<file path="src/rtl/motion_indicator_gen2.sv">
// -----------------------------------------------------------------------------
// motion_indicator_gen2
// Drives a seven-segment style motion indicator. A one-hot state machine walks
// the outer segments clockwise or anticlockwise (RIGHT/LEFT, 1x or 2x rate),
// blinks a single segment (FORWARD on a, REVERSE on d) or parks on g (STOP).
//
// Optional build feature (macro MOTION_IND_FAULT_BLINK_EN):
//   defined   : FAULT enters g and toggles g/blank on the fast tick
//   undefined : FAULT behaves like STOP but is still a distinct mode
//
// Ports
//   clk          in   1  system clock, rising edge
//   reset        in   1  synchronous active-high reset
//   motion_mode  in   3  requested mode (0 STOP .. 7 FAULT)
//   enable       in   1  1 = run, 0 = freeze state, mode and dividers
//   LED          out  5  digit code A=16 .. G=22, BLANK=23
//   seg_onehot   out  8  one-hot state, bit0=a .. bit6=g, bit7=blank
//   mode_change  out  1  one-cycle pulse after a new mode is accepted
// -----------------------------------------------------------------------------
module motion_indicator_gen2 #(
    parameter int CLK_HZ   = 100_000_000,
    parameter int SLOW_HZ  = 5,
    parameter int FAST_HZ  = 10,
    parameter int BLINK_HZ = 2,
    parameter int SIM      = 0
) (
    input  logic       clk,
    input  logic       reset,
    input  logic [2:0] motion_mode,
    input  logic       enable,
    output logic [4:0] LED,
    output logic [7:0] seg_onehot,
    output logic       mode_change
);

    localparam int DIV_SLOW  = (SIM != 0) ? 4 : CLK_HZ / SLOW_HZ;
    localparam int DIV_FAST  = (SIM != 0) ? 2 : CLK_HZ / FAST_HZ;
    localparam int DIV_BLINK = (SIM != 0) ? 8 : CLK_HZ / BLINK_HZ;

    localparam logic [31:0] SLOW_LAST  = 32'(DIV_SLOW - 1);
    localparam logic [31:0] FAST_LAST  = 32'(DIV_FAST - 1);
    localparam logic [31:0] BLINK_LAST = 32'(DIV_BLINK - 1);

    localparam logic [2:0] M_STOP  = 3'd0;
    localparam logic [2:0] M_R1    = 3'd1;
    localparam logic [2:0] M_R2    = 3'd2;
    localparam logic [2:0] M_L1    = 3'd3;
    localparam logic [2:0] M_L2    = 3'd4;
    localparam logic [2:0] M_FWD   = 3'd5;
    localparam logic [2:0] M_REV   = 3'd6;
    localparam logic [2:0] M_FAULT = 3'd7;

    typedef enum logic [7:0] {
        S_A     = 8'h01,
        S_B     = 8'h02,
        S_C     = 8'h04,
        S_D     = 8'h08,
        S_E     = 8'h10,
        S_F     = 8'h20,
        S_G     = 8'h40,
        S_BLANK = 8'h80
    } state_t;

    // State is kept as a raw vector so corrupted (non-one-hot) values are
    // representable and can be detected and recovered.
    logic [7:0]  state_q, state_d, state_next_s;
    logic [2:0]  mode_q, mode_d;
    logic        valid_q, valid_d;
    logic        mode_change_q, mode_change_d;
    logic [31:0] slow_cnt_q, slow_cnt_d;
    logic [31:0] fast_cnt_q, fast_cnt_d;
    logic [31:0] blink_cnt_q, blink_cnt_d;
    logic        slow_tick_s, fast_tick_s, blink_tick_s;
    logic        accept_s, legal_s;

    function automatic logic is_legal(input logic [7:0] s);
        logic ok;
        case (s)
            S_A, S_B, S_C, S_D, S_E, S_F, S_G, S_BLANK: ok = 1'b1;
            default:                                   ok = 1'b0;
        endcase
        return ok;
    endfunction

    function automatic logic [7:0] entry_state(input logic [2:0] m);
        logic [7:0] s;
        case (m)
            M_STOP:      s = S_G;
            M_R1, M_R2:  s = S_A;
            M_L1, M_L2:  s = S_F;
            M_FWD:       s = S_A;
            M_REV:       s = S_D;
            M_FAULT:     s = S_G;
            default:     s = S_BLANK;
        endcase
        return s;
    endfunction

    // Clockwise walk; anything off the ring restarts at a.
    function automatic logic [7:0] right_next(input logic [7:0] s);
        logic [7:0] n;
        case (s)
            S_A:     n = S_B;
            S_B:     n = S_C;
            S_C:     n = S_D;
            S_D:     n = S_E;
            S_E:     n = S_F;
            S_F:     n = S_A;
            default: n = S_A;
        endcase
        return n;
    endfunction

    // Anticlockwise walk; anything off the ring restarts at f.
    function automatic logic [7:0] left_next(input logic [7:0] s);
        logic [7:0] n;
        case (s)
            S_F:     n = S_E;
            S_E:     n = S_D;
            S_D:     n = S_C;
            S_C:     n = S_B;
            S_B:     n = S_A;
            S_A:     n = S_F;
            default: n = S_F;
        endcase
        return n;
    endfunction

    function automatic logic [7:0] toggle(input logic [7:0] s, input logic [7:0] lit);
        logic [7:0] n;
        if (s == lit) begin
            n = S_BLANK;
        end else begin
            n = lit;
        end
        return n;
    endfunction

    function automatic logic [7:0] run_step(input logic [2:0] m, input logic [7:0] s,
                                            input logic slow, input logic fast,
                                            input logic blink);
        logic [7:0] n;
        case (m)
            M_STOP:  n = S_G;
            M_R1:    n = slow  ? right_next(s) : s;
            M_R2:    n = fast  ? right_next(s) : s;
            M_L1:    n = slow  ? left_next(s)  : s;
            M_L2:    n = fast  ? left_next(s)  : s;
            M_FWD:   n = blink ? toggle(s, S_A) : s;
            M_REV:   n = blink ? toggle(s, S_D) : s;
`ifdef MOTION_IND_FAULT_BLINK_EN
            M_FAULT: n = fast  ? toggle(s, S_G) : s;
`else
            M_FAULT: n = S_G;
`endif
            default: n = S_BLANK;
        endcase
        return n;
    endfunction

    assign slow_tick_s  = enable && (slow_cnt_q  == SLOW_LAST);
    assign fast_tick_s  = enable && (fast_cnt_q  == FAST_LAST);
    assign blink_tick_s = enable && (blink_cnt_q == BLINK_LAST);
    assign accept_s     = enable && (!valid_q || (motion_mode != mode_q));
    assign legal_s      = is_legal(state_q);

    // Next-state for mode register, dividers and the state machine.
    always_comb begin
        slow_cnt_d    = slow_cnt_q;
        fast_cnt_d    = fast_cnt_q;
        blink_cnt_d   = blink_cnt_q;
        mode_d        = mode_q;
        valid_d       = valid_q;
        mode_change_d = 1'b0;
        state_next_s  = state_q;
        if (enable) begin
            if (accept_s) begin
                // Acceptance overrides any tick landing on the same edge.
                slow_cnt_d    = 32'd0;
                fast_cnt_d    = 32'd0;
                blink_cnt_d   = 32'd0;
                mode_d        = motion_mode;
                valid_d       = 1'b1;
                mode_change_d = 1'b1;
                state_next_s  = entry_state(motion_mode);
            end else begin
                slow_cnt_d   = slow_tick_s  ? 32'd0 : slow_cnt_q  + 32'd1;
                fast_cnt_d   = fast_tick_s  ? 32'd0 : fast_cnt_q  + 32'd1;
                blink_cnt_d  = blink_tick_s ? 32'd0 : blink_cnt_q + 32'd1;
                state_next_s = run_step(mode_q, state_q, slow_tick_s, fast_tick_s,
                                        blink_tick_s);
            end
        end else begin
            state_next_s = state_q;
        end
        if (legal_s) begin
            state_d = state_next_s;
        end else begin
            state_d = S_BLANK;
        end
    end

    // Register update with synchronous reset.
    always_ff @(posedge clk) begin
        if (reset) begin
            state_q       <= S_BLANK;
            mode_q        <= M_STOP;
            valid_q       <= 1'b0;
            mode_change_q <= 1'b0;
            slow_cnt_q    <= 32'd0;
            fast_cnt_q    <= 32'd0;
            blink_cnt_q   <= 32'd0;
        end else begin
            state_q       <= state_d;
            mode_q        <= mode_d;
            valid_q       <= valid_d;
            mode_change_q <= mode_change_d;
            slow_cnt_q    <= slow_cnt_d;
            fast_cnt_q    <= fast_cnt_d;
            blink_cnt_q   <= blink_cnt_d;
        end
    end

    // Digit code decoded from the state register alone.
    always_comb begin
        case (state_q)
            S_A:     LED = 5'd16;
            S_B:     LED = 5'd17;
            S_C:     LED = 5'd18;
            S_D:     LED = 5'd19;
            S_E:     LED = 5'd20;
            S_F:     LED = 5'd21;
            S_G:     LED = 5'd22;
            default: LED = 5'd23;
        endcase
    end

    assign seg_onehot  = state_q;
    assign mode_change = mode_change_q;

endmodule

</file>
<file path="config.mk">
export PLATFORM = sky130hd
export DESIGN_NAME = motion_indicator_gen2
export DESIGN_NICKNAME = d
export VERILOG_FILES = /design/src/rtl/motion_indicator_gen2.sv
export SDC_FILE = /design/constraint.sdc
export NUM_CORES = 1
export LEC_CHECK = 0
export CAP_MARGIN = 25
export CORE_UTILIZATION = 60
export CTS_BUF_LIST = sky130_fd_sc_hd__clkbuf_2
export DETAILED_ROUTE_END_ITERATION = 8
export PLACE_DENSITY = 0.78
export SLEW_MARGIN = 20
export SYNTH_ARGS = -nofsm -noshare
export SYNTH_HDL_FRONTEND = slang
export SYNTH_SLANG_ARGS = --single-unit
</file>
<file path="constraint.sdc">
create_clock -name clk -period 5.6 [get_ports clk]
set_input_delay 0.84 -clock clk [delete_from_list [all_inputs] [get_ports clk]]
set_output_delay 0.84 -clock clk [all_outputs]
set_load 0.02 [all_outputs]
</file>
==> flow_summary.html <==
<table>
<tr><th>Metric</th><th>Value</th></tr>
<tr><th colspan="2">STA</th></tr>
<tr><td>Count of final max-slew check failures</td><td>0</td></tr>
<tr><td>Unrepaired setup endpoints after global routing</td><td>no</td></tr>
<tr><td>Hold Violations, Final</td><td>0</td></tr>
<tr><td>FMAX</td><td>259 MHz</td></tr>
<tr><td>Final clock skew</td><td>0.0303 ns</td></tr>
<tr><td>Slew @ Worst Pin</td><td>0.872 ns</td></tr>
<tr><td>Shortest period the worst path allows</td><td>3.86 ns</td></tr>
<tr><td>Final setup violation count</td><td>0</td></tr>
<tr><td>Period utilisation layout</td><td>0.690</td></tr>
<tr><td>Headroom to the max-slew limit</td><td>0.419</td></tr>
<tr><td>Total negative setup slack</td><td>0 ns</td></tr>
<tr><th colspan="2">Power</th></tr>
<tr><td>Worst supply voltage drop on vdd</td><td>0.149 mV</td></tr>
<tr><td>Proportion of total power due to net switching</td><td>0.254</td></tr>
<tr><td>Net switching power of the design</td><td>366 uW</td></tr>
<tr><td>Seq pwr share</td><td>0.557</td></tr>
<tr><td>Leak Pwr</td><td>0.00198 uW</td></tr>
<tr><td>Logic gate share of total power</td><td>0.097</td></tr>
<tr><td>Design Power</td><td>1440 uW</td></tr>
<tr><td>Clock network fraction of design power</td><td>0.347</td></tr>
<tr><td>Internal power of the cells</td><td>1070 uW</td></tr>
<tr><td>Areal power density over the cells</td><td>219 nW/um^2</td></tr>
<tr><th colspan="2">Routing</th></tr>
<tr><td>Routed via count divided by cell count</td><td>6.73</td></tr>
<tr><td>Routed met2 length</td><td>7.23 mm</td></tr>
<tr><td>First DRT Iteration DRCs</td><td>398</td></tr>
<tr><td>Via count</td><td>6127</td></tr>
<tr><td>Top metal layer carrying routed signals</td><td>met4</td></tr>
<tr><td>Average wire per cell in the routed design</td><td>16.7 microns</td></tr>
<tr><td>Routed wl met3</td><td>971 microns</td></tr>
<tr><td>Total wirelength of the detailed-routed design</td><td>15.2 mm</td></tr>
<tr><td>Metal-1 WL</td><td>6.72 mm</td></tr>
<tr><td># DRC</td><td>0</td></tr>
<tr><td>Number of iterations in the first detailed-routing pass</td><td>6</td></tr>
<tr><td>Count of antenna-violating nets left after detailed routing</td><td>0</td></tr>
<tr><th colspan="2">Worst setup path</th></tr>
<tr><td>Worst path max stage delay</td><td>0.61 ns</td></tr>
<tr><td>Slowest cell on the critical path</td><td>nor4_2</td></tr>
<tr><td>Critical Path Source Type</td><td>flop</td></tr>
<tr><td>Cell seen most often among critical-path stages</td><td>nand2_1</td></tr>
<tr><td>Kind of end point of the critical path</td><td>output pin</td></tr>
<tr><td>Worst Path Max Fanout</td><td>8</td></tr>
<tr><td>Data arrival time at the worst-slack endpoint</td><td>3.02 ns</td></tr>
<tr><td>Crit-path leading delay family</td><td>simple AND/OR/NAND/NOR gates</td></tr>
<tr><td>Required @ worst endpoint</td><td>4.76 ns</td></tr>
<tr><td>Sum of buffers and inverters on the critical path</td><td>1</td></tr>
<tr><td>Worst path cell trace</td><td>nor4_2, nand4b_1, nand4_1, nand2_1, nand2_1, nand3_1, clkdlybuf4s50_1</td></tr>
<tr><td>Crit Path Class</td><td>reg2out</td></tr>
<tr><th colspan="2">Synth</th></tr>
<tr><td>Proportion of synthesized chip area in sequential cells</td><td>0.350</td></tr>
<tr><td>Cell taking the most area after synthesis</td><td>dfxtp_1</td></tr>
<tr><td>Cells after synthesis</td><td>788</td></tr>
<tr><td>Ys Warns</td><td>0</td></tr>
<tr><td>Synth top area share</td><td>0.350</td></tr>
<tr><td>Most common cell in the synthesized netlist</td><td>dfxtp_1</td></tr>
<tr><td>Post-Synthesis Mean Instance Area</td><td>7.90 sq um</td></tr>
<tr><td>Commonest cells post-synth</td><td>dfxtp_1 (109), nand2_1 (84), nor2_1 (80), a21oi_1 (42)</td></tr>
<tr><td>Net count after synthesis</td><td>801</td></tr>
<tr><td>Register bit total from synthesis</td><td>109</td></tr>
<tr><td>Number of enable-type register cells in the synthesized netlist</td><td>0</td></tr>
<tr><td>Prevailing post-synth register cell</td><td>dfxtp_1</td></tr>
<tr><td>Asr flop ratio synth</td><td>0</td></tr>
<tr><td>Area of the mapped netlist</td><td>6230 sq um</td></tr>
<tr><td>Leading cell types by total area after synthesis</td><td>dfxtp_1 (35%), a311oi_1 (5.3%), nand2_1 (5.1%)</td></tr>
<tr><td>Post-synth cell types</td><td>65</td></tr>
<tr><th colspan="2">Placed design</th></tr>
<tr><td>Area of placed instances</td><td>6400 sq um</td></tr>
<tr><td>DP Cell Count</td><td>895</td></tr>
<tr><td>Number of I/O port buffers</td><td>17</td></tr>
<tr><td>Sum of net half-perimeters after detailed placement</td><td>10.2 mm</td></tr>
<tr><td>Routability cong.</td><td>0.862</td></tr>
<tr><th colspan="2">Floorplan</th></tr>
<tr><td>Effective utilization at floorplan</td><td>0.629</td></tr>
<tr><td>Area enclosed by the die boundary</td><td>10800 sq um</td></tr>
<tr><td>Top Ports</td><td>20</td></tr>
<tr><td>Number of rows created at floorplan</td><td>36</td></tr>
<tr><td>CORE AREA</td><td>9910 sq um</td></tr>
<tr><td>Die height</td><td>104 microns</td></tr>
<tr><td>Die width</td><td>104 microns</td></tr>
<tr><th colspan="2">Final layout</th></tr>
<tr><td>Final-stage net count</td><td>786</td></tr>
<tr><td>Non-Filler Cell Area, Final</td><td>6580 sq um</td></tr>
<tr><td>Fill cell count</td><td>861</td></tr>
<tr><td>Final std cells w/o fill</td><td>911</td></tr>
<tr><td>Post-Route Utilization</td><td>0.664</td></tr>
<tr><td>Share of layout cells above drive strength 1</td><td>0.0604</td></tr>
<tr><td>Layout overhead on the synthesized area</td><td>5.71%</td></tr>
<tr><td>N_diodes</td><td>0</td></tr>
<tr><th colspan="2">Clocking</th></tr>
<tr><td>Setup repair bufs after CTS</td><td>0</td></tr>
<tr><td>Inserted Clock Buffers</td><td>9</td></tr>
<tr><td>Maximum root-to-sink buffer count</td><td>2</td></tr>
<tr><td>Depth of the CTS H-tree</td><td>3</td></tr>
<tr><td>CTS Root Buffer Type</td><td>clkbuf_2</td></tr>
<tr><td>Hold-fix buffers, CTS</td><td>0</td></tr>
<tr><td>Number of gates given a new drive strength after cts</td><td>0</td></tr>
<tr><td>Clock latency reported for the late side of the worst-skew pair</td><td>0.62 ns</td></tr>
<tr><td>Clock sink count</td><td>109</td></tr>
<tr><td>Clock tree from TritonCTS</td><td>built</td></tr>
<tr><td>Clock-pin slew reported for the worst setup and hold paths after clock tree synthesis</td><td>0.26 ns</td></tr>
<tr><th colspan="2">Global route</th></tr>
<tr><td>Total track usage</td><td>0.282</td></tr>
<tr><td>Overflow left after global routing</td><td>0</td></tr>
<tr><td>Vias in the first global route</td><td>5464</td></tr>
<tr><td>Largest net degree at the start of global routing</td><td>56</td></tr>
<tr><td>First-pass GRT wire length</td><td>25.6 mm</td></tr>
<tr><td>Antenna violations before repair</td><td>0</td></tr>
<tr><th colspan="2">Flow run</th></tr>
<tr><td># Max-Cap Violations</td><td>0</td></tr>
<tr><th colspan="2">Outcome</th></tr>
<tr><td>Run status</td><td>finished, final reports clean</td></tr>
<tr><th colspan="2">Worst hold path</th></tr>
<tr><td>Worst hold path type</td><td>reg2reg</td></tr>
</table>
==> tightest hold or removal path, cell delays in order, from the launching register on <==
cell	delay (ns)
dfxtp_1	0.38
nand2_1	0.05
a21oi_1	0.05
==> power groups by stage <==
stage | combinational, uW | sequential, uW | clock [uW]
5_1_grt | 151 | 804 | 536
4_1_cts | 138 | 801 | 510
2_1_floorplan | 98.4 | 815 | 0
3_3_place_gp | 132 | 814 | 0
3_5_place_dp | 137 | 815 | 0
6_report | 139 | 801 | 499
==> layer usage <==
metal,vias to the layer above,track usage
li1,2957,-
met1,2885,0.371
met2,251,0.467
met3,34,0.0514
met4,0,0.0929
met5,-,0
==> logic make-up after synthesis <==
logic type / after synthesis / synth area share
AOI/OAI and AO/OA: 169 / 0.189
muxes: 11 / 0.0183
DFF: 109 / 0.350
xor gates and xnor gates: 37 / 0.0520
other: 2 / 0.00121
and+or+nand+nor: 390 / 0.333
buffers and inverters: 63 / 0.0416
adders and majority gates: 7 / 0.0141
==> stage by stage <==
stage | hold slack [ns] | setup slack (ns)
after detailed placement | 0.459 | 1.75
after CTS | 0.486 | 1.67
final | 0.480 | 1.74
after floorplan | 0.435 | 2.85
after global routing | 0.510 | 1.47
after global placement | 0.447 | 1.99
==> layout make-up <==
class                   instances  area [sq um]  area share
multi-input cells             616          3790       0.576
clock inverters                 7           136      0.0207
inverters                      13          48.8     0.00741
well taps                     133           166      0.0253
clock buffers                   9          45.0     0.00684
repair buffers                 24           213      0.0323
flip-flops and latches        109          2180       0.331
==> cell usage in the layout (no fill, tap or decap), drive strengths merged, types with 14 or more instances in the layout <==
cell type,n
xor2,22
and3,22
nand4,34
o21ai,28
nor3,27
nor4,24
clkdlybuf4s50,15
nand3,38
a311oi,38
nor2,80
dfxtp,109
xnor2,15
inv,14
nand2,84
a21oi,42
==> flip-flops by register name, indices dropped and copies added, names as in the netlist <==
register	cells
blink_cnt_q	32
slow_cnt_q	32
mode_change	1
valid_q	1
mode_q	3
fast_cnt_q	32
seg_onehot	8
==> path summary, 6_finish.rpt <==
check,from,to,slack (ns),cells after the start
max,seg_onehot[7],LED[0],1.74,7
min,fast_cnt_q[6],fast_cnt_q[6],0.48,2
max reg2reg,slow_cnt_q[0],seg_onehot[2],2.50,7
min reg2reg,fast_cnt_q[6],fast_cnt_q[6],0.48,2
(Power assumes the default switching activity.)
